[config.mk]
export PLATFORM = sky130hd
export DESIGN_NAME = vga_timing_gen
export DESIGN_NICKNAME = d
export VERILOG_FILES = /design/src/rtl/vga_timing_gen.sv
export SDC_FILE = /design/constraint.sdc
export NUM_CORES = 1
export LEC_CHECK = 0
export ABC_AREA = 1
export CORE_MARGIN = 1
export CORE_UTILIZATION = 56
export DETAILED_ROUTE_END_ITERATION = 16
export PLACE_DENSITY_LB_ADDON = 0.25
export RECOVER_POWER = 50
export SLEW_MARGIN = 10
export SYNTH_ARGS = -nofsm -noshare
export SYNTH_HDL_FRONTEND = slang
export SYNTH_SLANG_ARGS = --single-unit
export TNS_END_PERCENT = 1
[constraint.sdc]
create_clock -name pclk -period 2.9 [get_ports pclk]
set_input_delay 0.725 -clock pclk [delete_from_list [all_inputs] [get_ports pclk]]
set_output_delay 0.725 -clock pclk [all_outputs]
set_load 0.05 [all_outputs]
[src/rtl/vga_timing_gen.sv]
// VGA raster timing generator: pixel/line counters, sync/blank decode, frame_start.
// Optional colour-bar test pattern enabled by defining VGA_TEST_PATTERN_EN.
`ifndef VGA_BUS_SIZE
`define VGA_BUS_SIZE 38
`endif
`ifndef VGA_MERGE
`define VGA_MERGE(hc, vc, hs, vs, hb, vb, rgb) {hc, vc, hs, vs, hb, vb, rgb}
`endif

module vga_timing_gen #(
  parameter int H_ACTIVE     = 1024,
  parameter int H_SYNC_START = 1048,
  parameter int H_SYNC_END   = 1184,
  parameter int H_TOTAL      = 1344,
  parameter int V_ACTIVE     = 768,
  parameter int V_SYNC_START = 771,
  parameter int V_SYNC_END   = 777,
  parameter int V_TOTAL      = 806
) (
  input  logic                     pclk,
  input  logic                     rst_n,
  input  logic                     en,
  output logic [`VGA_BUS_SIZE-1:0] vga_out,
  output logic                     frame_start
);

  localparam logic [10:0] HA    = 11'(H_ACTIVE);
  localparam logic [10:0] HSS   = 11'(H_SYNC_START);
  localparam logic [10:0] HSE   = 11'(H_SYNC_END);
  localparam logic [10:0] HT_M1 = 11'(H_TOTAL - 1);
  localparam logic [10:0] VA    = 11'(V_ACTIVE);
  localparam logic [10:0] VSS   = 11'(V_SYNC_START);
  localparam logic [10:0] VSE   = 11'(V_SYNC_END);
  localparam logic [10:0] VT_M1 = 11'(V_TOTAL - 1);

  logic [10:0] h_q, h_d, v_q, v_d;
  logic        hs_q, hs_d, vs_q, vs_d;
  logic        hblnk_q, hblnk_d, vblnk_q, vblnk_d;
  logic        fs_q, fs_d;
  logic [11:0] rgb;

  // Every registered field is decoded from the same next (h,v) so no field lags.
  always_comb begin
    h_d     = h_q;
    v_d     = v_q;
    hs_d    = hs_q;
    vs_d    = vs_q;
    hblnk_d = hblnk_q;
    vblnk_d = vblnk_q;
    fs_d    = fs_q;
    if (en) begin
      h_d = (h_q == HT_M1) ? 11'd0 : h_q + 11'd1;
      if (h_q == HT_M1)
        v_d = (v_q == VT_M1) ? 11'd0 : v_q + 11'd1;
      hs_d    = (h_d >= HSS) && (h_d < HSE);
      vs_d    = (v_d >= VSS) && (v_d < VSE);
      hblnk_d = (h_d >= HA);
      vblnk_d = (v_d >= VA);
      fs_d    = (h_d == 11'd0) && (v_d == 11'd0);
    end
  end

  always_ff @(posedge pclk or negedge rst_n) begin
    if (!rst_n) begin
      h_q     <= '0;
      v_q     <= '0;
      hs_q    <= 1'b0;
      vs_q    <= 1'b0;
      hblnk_q <= 1'b0;
      vblnk_q <= 1'b0;
      fs_q    <= 1'b1;
    end else begin
      h_q     <= h_d;
      v_q     <= v_d;
      hs_q    <= hs_d;
      vs_q    <= vs_d;
      hblnk_q <= hblnk_d;
      vblnk_q <= vblnk_d;
      fs_q    <= fs_d;
    end
  end

`ifdef VGA_TEST_PATTERN_EN
  localparam logic [10:0] BAR_W = 11'(H_ACTIVE / 8);

  logic [11:0] rgb_q, rgb_d;
  logic [10:0] bar;

  always_comb begin
    rgb_d = rgb_q;
    bar   = h_d / BAR_W;
    if (en) begin
      rgb_d = 12'h000;
      if ((h_d < HA) && (v_d < VA)) begin
        case (bar)
          11'd0:   rgb_d = 12'hfff;
          11'd1:   rgb_d = 12'hff0;
          11'd2:   rgb_d = 12'h0ff;
          11'd3:   rgb_d = 12'h0f0;
          11'd4:   rgb_d = 12'hf0f;
          11'd5:   rgb_d = 12'hf00;
          11'd6:   rgb_d = 12'h00f;
          default: rgb_d = 12'h000;
        endcase
      end
    end
  end

  always_ff @(posedge pclk or negedge rst_n) begin
    if (!rst_n) rgb_q <= 12'h000;
    else        rgb_q <= rgb_d;
  end

  assign rgb = rgb_q;
`else
  assign rgb = 12'h000;
`endif

  assign vga_out     = `VGA_MERGE(h_q, v_q, hs_q, vs_q, hblnk_q, vblnk_q, rgb);
  assign frame_start = fs_q;

endmodule

**Word-level counts from Yosys, hierarchy flattened**

Index checks and enable logic that the tools add are counted.

- Add/sub/neg operators: 2
- Order comparisons: 6
- Equal/unequal tests: 2
- Mux-type cells: 4
- Reductions and logical operators: 5

Operator list:

| operator | count |
|---|---|
| $mux 11 | 4 |
| $add 11x1->11 const B | 2 |
| $ge 11x10->1 const B | 2 |
| $ge 11x11->1 const B | 2 |
| $logic_not 11->1 | 2 |
| $eq 11x10->1 const B | 1 |
| $eq 11x11->1 const B | 1 |
| $lt 11x10->1 const B | 1 |
| $lt 11x11->1 const B | 1 |
| $logic_and 1x1->1 | 3 |

- Register bits: 27
- Bits of input ports: 3
- Output and inout bits: 39

**Logic depth before layout (Yosys ltp)**

Gate-level depths: netlist of run 1.

- Depth in word-level cells: 6
- Depth in mapped cells: 13
- Mapped depth without buffers: 13

**Worst setup path before layout of run 1**

OpenSTA, ideal clock, no wires.

- Path kind: reg2reg
- Start: reg h_q[0]
- End: reg fs_q, in the netlist frame_start
- Arrival time: 2.047 ns
- Slack: 0.781 ns
- Stages on the path, launching flop included: 13
- Buffers on the path: 1
- Path through: dfrtp_1 ha_1 nand2_2 nor2_8 nand2_4 nor2_8 buf_12 nand2_2 nand2_2 nand2_1 nor2_1 nand2_1 o21ai_1

- Longest elaborated chain between the ends: 5
- Elaborated cells on any way between the ends: 8

RTL lines:

| element | RTL line | RTL |
|---|---|---|
| from (decl) | 36 | `logic [10:0] h_q, h_d, v_q, v_d;` |
| from (signal assigned) | 65 | `h_q <= '0;` |
| from (signal assigned) | 73 | `h_q <= h_d;` |
| branches (longest 4 deep; another with $add 11x1->11) | -- |  |
| $logic_and 1x1->1 (*) | 59 | `fs_d = (h_d == 11'd0) && (v_d == 11'd0);` |
| to (signal assigned) | 79 | `fs_q <= fs_d;` |
| to (decl) | 39 | `logic fs_q, fs_d;` |

Every way passes the cells marked *. The select of a mux whose other input is x is not followed.
A chain may end at the register's enable or synchronous reset.

**Final worst setup path of run 1**

- Start: reg v_q[0]
- End: out vga_out[16]

RTL lines:

| element | RTL line | RTL |
|---|---|---|
| from (decl) | 36 |  |
| from (signal assigned) | 74 | `v_q <= v_d;` |
| to (decl) | 23 | `` output logic [`VGA_BUS_SIZE-1:0] vga_out, `` |

No word-level cell between the ends.

==> out/results.tsv, run 1 <==
metric	value	unit
P_int	846	µW
worst min path class	flip-flop to flip-flop	
CTS sink count	27	
Ys Warns	0	
most common cell after layout, fill and taps aside	nand2_1	
combinational power share	53.8	%
htree depth	1	
first-pass GRT wire length	8.58	mm
Clock Path Buffers	2	
Synth cell types	33	
CP required	2.17	ns
worst slew pin tran	1.48	ns
max-cap viol count	0	
category of the worst setup path launch point	flip-flop	
setup TNS	0	ns
crit path max fanout	9	
P_sw	919	µW
PwrDens	728	nW/µm²
# diodes	0	
minimum clock period	2.39	ns
Final Max Slew Viols	0	
Post-CTS Hold Buffers	0	
Clock Root Buffer	clkbuf_8	
Slowest cell on crit path	clkdlybuf4s50_1	
average wire per standard cell	12.5	µm
CP top delay family	buffers and inverters	
Sequential Power Share	34.2	%
I/O Buffers	29	
initial core utilization	58.7	%
sequential area share after synthesis	31.5	%
die span in y	64.0	µm
GR Layer Usage met1	35.0	%
status	finished clean	
Clk pwr share	12.1	%
Filler Cell Count	350	
initial antenna violation count	0	
reg2reg start	h_q[0]	
vias	1994	
CP Depth	1	
vias in the first global route	1921	
# setup viols final	0	
GRT Total Usage	26.7	%
Final Hold Fails	0	
Hold Crit Depth	2	
ANT nets after route	0	
CP endpoint kind	output pin	
Clock Skews	0.00347	ns
RSZ-0062 raised after global routing	no	
period utilisation layout	82.6	%
crit-path cells	clkdlybuf4s50_1	
fraction of layout cells with a size suffix above 1	8.67	%
Post-Syn Area	2150	µm²
crit path from	v_q[0]	
clock-pin slew on the worst setup and hold paths	0.09	ns
R2R depth	11	
# Post-CTS Setup Buffers	0	
post-DR vias/cell	5.06	
Core Box Area	3660	µm²
most frequent cells in the layout	nand2_1 (100), inv_1 (34), nor2_1 (33), nand3_1 (28), clkdlybuf4s50_1 (27)	
Worst Path Buf+Inv	1	
FMAX	0.418	GHz
routability cong.	0.888	
Largest stage delay, worst path	0.87	ns
Post-DP HPWL	3.71	mm
Num CTS Buffers	3	
Max VDD drop	697	µV
Reg-to-Reg End	frame_start	
switching share of power	52.1	%
Die Wd	64.0	µm
Syn-to-layout area delta	12.8	%
crit path capture	vga_out[16]	
largest net degree at the start of global routing	28	
fin util	66.3	%
global route overflow	0	
Setup Crit Path Kind	flip-flop to output pin	
worst endpoint data arrival time	1.67	ns
number of top-level pins	42	
cts repair resizes	0	
#FFs+latches synth	27	
First DRT Iteration DRCs	140	
met3 usage in global routing	2.32	%
cell count after synthesis	321	
flop2flop setup slack	0.61	ns
worst relative slew slack	1.39	%
Synth Area per Inst	6.70	µm²
Lkg Pwr	0.00120	µW
Clk Latency, worst-skew pair	0.27	ns
drt first pass iters	4	
final net count	353	
DRC Markers	0	
CTS tree	built	
met2 usage	45.7	%
WL final	4.91	mm
GR peak layer	met2	
DIE AREA	4090	µm²
row count	22	
logic make-up after synthesis:
logic type               after synthesis  synth area share (%)
AND/OR/NAND/NOR                      195                  43.1
buffers and inverters                 61                  14.4
AO/OA/AOI/OAI                         31                  7.85
flip-flops                            27                  31.5
XOR/XNOR                               3                  1.22
adder cells (fa/ha/maj)                3                  1.75
other                                  1                 0.174
area by class of cell:
| cell class | count | area (µm²) | area share, % |
|---|---|---|---|
| inverters | 38 | 143 | 5.88 |
| multi-input cells | 244 | 1190 | 49.1 |
| flip-flops and latches | 27 | 677 | 27.9 |
| clock buffers | 4 | 45.0 | 1.86 |
| repair buffers | 33 | 309 | 12.7 |
| well taps | 48 | 60.1 | 2.48 |
synthesized netlist by cell type:
| cell | instances | area, µm² |
|---|---|---|
| buf_4 | 17 | 128 |
| dfrtp_1 | 26 | 651 |
| nor2_1 | 33 | 124 |
| a21oi_1 | 2 | 10.0 |
| a21boi_0 | 1 | 7.51 |
| o21bai_1 | 1 | 7.51 |
| o22ai_1 | 2 | 12.5 |
| o21ai_2 | 1 | 8.76 |
| nor2_2 | 2 | 12.5 |
| dfstp_2 | 1 | 26.3 |
| nand3_1 | 27 | 135 |
| o21ai_0 | 20 | 100 |
| inv_2 | 4 | 15.0 |
| buf_12 | 1 | 20.0 |
| clkbuf_1 | 4 | 15.0 |
| xnor2_1 | 1 | 8.76 |
| nand3_2 | 1 | 10.0 |
| nand3b_1 | 1 | 7.51 |
| o21a_1 | 1 | 7.51 |
| xor2_1 | 2 | 17.5 |
| buf_2 | 1 | 5.00 |
| nand2_2 | 10 | 62.6 |
| ha_1 | 3 | 37.5 |
| nor2_8 | 3 | 60.1 |
| conb_1 | 1 | 3.75 |
| nand2_1 | 99 | 372 |
| o21ai_1 | 3 | 15.0 |
| inv_1 | 34 | 128 |
| nand2_4 | 2 | 22.5 |
| nor2_4 | 3 | 33.8 |
| nor3_2 | 1 | 10.0 |
| nand4_1 | 10 | 62.6 |
| nor3_1 | 3 | 15.0 |
routing by layer:
metal,wire (µm),up-vias
met5,0,-
met4,42,0
met2,2500,43
met3,162,4
met1,2210,909
li1,-,1038
through the flow:
step / area [µm²] / cells / hold WS (ns) / worst slack (ns) / power [µW]
floorplan: 2190 / 332 / 0.429 / 0.781 / 1310
global placement: 2400 / 390 / 0.466 / 0.810 / 1550
detailed placement: 2400 / 390 / 0.478 / 0.803 / 1560
CTS: 2450 / 394 / 0.491 / 0.492 / 1780
global route: 2430 / 394 / 0.515 / 0.329 / 1880
finish: 2430 / 394 / 0.485 / 0.506 / 1770
worst min-delay path by stage:
stage | startpoint | endpoint
finish | frame_start | frame_start
CTS | frame_start | frame_start
global placement | hblnk_q | hblnk_q
floorplan | rst_n | h_q[0]
detailed placement | hs_q | hs_q
global route | frame_start | frame_start
state kept, by name, summed over array words and instances, names as in the netlist:
register / count
frame_start: 1
v_q: 11
hblnk_q: 1
vs_q: 1
vblnk_q: 1
hs_q: 1
h_q: 11
power groups by stage:
stage | logic, µW | registers (µW) | clock network (µW)
after floorplan | 483 | 831 | 0
after global placement | 940 | 607 | 0
after detailed placement | 951 | 610 | 0
after CTS | 955 | 605 | 223
after global routing | 1020 | 621 | 242
final | 949 | 603 | 213
No activity file was read; power rests on OpenSTA's default activity.
==> run 2, diff against run 1 <==
--- a/config.mk
+++ b/config.mk
@@ -7,7 +7,7 @@
 export LEC_CHECK = 0
 export ABC_AREA = 1
 export CORE_MARGIN = 1
-export CORE_UTILIZATION = 56
+export CORE_UTILIZATION = 47
 export DETAILED_ROUTE_END_ITERATION = 16
 export PLACE_DENSITY_LB_ADDON = 0.25
 export RECOVER_POWER = 50
==> constraint.sdc (replaced) <==
create_clock -name pclk -period 2.1 [get_ports pclk]
set_input_delay 0.525 -clock pclk [delete_from_list [all_inputs] [get_ports pclk]]
set_output_delay 0.525 -clock pclk [all_outputs]
set_load 0.05 [all_outputs]
==> out/results.tsv, run 2 (same netlist as run 1, synthesis figures left out) <==
metric	value	unit	change
status	finished clean		
GRT Total Usage	23.8	%	-2.9 points
most frequent cells in the layout	nand2_1 (99), inv_1 (34), nor2_1 (33), nand3_1 (27), buf_4 (26)		
Fin Hold WS	0.482	ns	-0.00255 ns
Sequential Power Share	33.8	%	-0.4 points
Setup Crit Path Kind	flip-flop to output pin		
CP top delay family	buffers and inverters		
Clock Skews	0.00329	ns	-0.000177 ns
crit path max fanout	2		-7
period utilisation layout	93.9	%	
first-pass GRT wire length	9.28	mm	+8.1%
global route overflow	0		unchanged
most common cell after layout, fill and taps aside	nand2_1		
PwrDens	1000	nW/µm²	+37%
RSZ-0062 raised after global routing	no		
largest net degree at the start of global routing	28		unchanged
Lkg Pwr	0.00127	µW	+6.4%
combinational power share	53.3	%	-0.5 points
Filler Cell Count	434		+24%
worst relative slew slack	52.5	%	+51 points
fin area	2460	µm²	+1.4%
Clock Root Buffer	clkbuf_8		
post-DR vias/cell	5.26		+3.9%
Max VDD drop	738	µV	+5.9%
CTS tree	built		
CP required	1.57	ns	-0.60 ns
register area	678	µm²	+0.18%
Final Hold Fails	0		unchanged
average wire per standard cell	13.3	µm	+6.6%
initial antenna violation count	0		unchanged
worst slew pin tran	0.713	ns	-0.766 ns
vias in the first global route	2048		+6.6%
max-cap viol count	0		unchanged
worst min path class	flip-flop to flip-flop		
switching share of power	54.0	%	+2.0 points
FMAX	0.507	GHz	
Final Max Slew Viols	0		unchanged
fin util	56.1	%	-10 points
CP endpoint kind	output pin		
Num CTS Buffers	3		unchanged
# diodes	0		unchanged
Die Wd	69.6	µm	+8.9%
Syn-to-layout area delta	14.4	%	
First DRT Iteration DRCs	192		+37%
final net count	364		+3.1%
CTS sink count	27		unchanged
Worst Path Buf+Inv	1		unchanged
htree depth	1		unchanged
DIE AREA	4850	µm²	+19%
Slowest cell on crit path	clkdlybuf4s50_1		
minimum clock period	1.97	ns	
setup TNS	0	ns	unchanged
fraction of layout cells with a size suffix above 1	17.4	%	+8.7 points
Clk Latency, worst-skew pair	0.28	ns	about the same
DRC Markers	0		unchanged
Regs by FF count	h_q: 11 flops, v_q: 11 flops		
multi-input logic area	1210	µm²	+1.3%
Largest stage delay, worst path	0.81	ns	-0.06 ns
die span in y	69.6	µm	+8.9%
Clock Path Buffers	2		unchanged
Clk pwr share	12.9	%	+0.8 points
I/O Buffers	29		unchanged
P_int	1130	µW	+34%
routability cong.	0.927		+4.4%
clock-pin slew on the worst setup and hold paths	0.10	ns	about the same
worst endpoint data arrival time	1.45	ns	-0.22 ns
row count	24		+9.1%
number of top-level pins	42		unchanged
P_sw	1330	µW	+45%
ANT nets after route	0		unchanged
drt first pass iters	4		unchanged
# setup viols final	0		unchanged
vias	2150		+7.8%
Core Box Area	4380	µm²	+20%
category of the worst setup path launch point	flip-flop		
crit-path cells	clkdlybuf4s50_1		
Post-DP HPWL	4.11	mm	+11%
Post-Place Cell Area	2380	µm²	-1.2%
WL final	5.43	mm	+11%
initial core utilization	49.1	%	-9.7 points
-- run 2: cell count changes in the layout (fill, tap and decap cells not counted), sizes merged --
cell / delta
clkinvlp: +1
clkdlybuf4s50: -23
clkbuf: +7
buf: +26
-- run 2: final timing paths --
check / startpoint / endpoint / slack, ns / cells after the start
min reg2reg: frame_start / frame_start / 0.48 / 2
max in group asynchronous: rst_n / h_q[0] / 0.79 / 2
min: frame_start / frame_start / 0.48 / 2
max reg2reg: v_q[0] / frame_start / 0.18 / 11
max: vblnk_q / vga_out[12] / 0.13 / 1
min in group asynchronous: rst_n / vblnk_q / 0.82 / 2
-- run 2: repair_timing --
| item | CTS | global route |
|---|---|---|
| setup endpoints to repair | 0 | 2 |
| resized for setup | 0 | 1 |
| buffers inserted | 0 | 8 |
| hold buffers | 0 | 0 |
-- run 2: area by class of cell --
cell class	instances	share of cell area (%)
multi-input cells	244	49.1
well taps	52	2.64
repair buffers	44	12.9
clock inverters	1	0.305
clock buffers	3	1.68
inverters	38	5.80
flip-flops and latches	27	27.6
-- run 2: power by group through the flow --
stage | Clock, µW | Combinational (µW) | Sequential (µW)
final | 317 | 1310 | 832
after global routing | 350 | 1420 | 856
after CTS | 327 | 1320 | 835
after detailed placement | 0 | 1320 | 844
after global placement | 0 | 1310 | 841
after floorplan | 0 | 667 | 1150
-- run 2: per-stage QoR --
stage	power (µW)	setup WS, ns	std cells
floorplan	1820	0.00515	332
global placement	2150	0.121	397
detailed placement	2160	0.0471	397
CTS	2480	0.0122	401
global route	2630	0.0172	409
finish	2460	0.128	409
-- run 2: layer usage --
| layer | vias to the layer above | track usage [%] | share of wire (%) |
|---|---|---|---|
| li1 | 1063 | - | - |
| met1 | 996 | 28.8 | 44 |
| met2 | 70 | 39.7 | 46 |
| met3 | 21 | 4.65 | 5.0 |
| met4 | 0 | 12.7 | 4.9 |
| met5 | - | 0 | 0 |
==> run 3, diff against run 2 <==
--- a/config.mk
+++ b/config.mk
@@ -11,7 +11,7 @@
 export DETAILED_ROUTE_END_ITERATION = 16
 export PLACE_DENSITY_LB_ADDON = 0.25
 export RECOVER_POWER = 50
-export SLEW_MARGIN = 10
+export SLEW_MARGIN = 20
 export SYNTH_ARGS = -nofsm -noshare
 export SYNTH_HDL_FRONTEND = slang
 export SYNTH_SLANG_ARGS = --single-unit
==> results of run 3 <==
The final DEF is identical to that of run 2; final timing and power are the same.
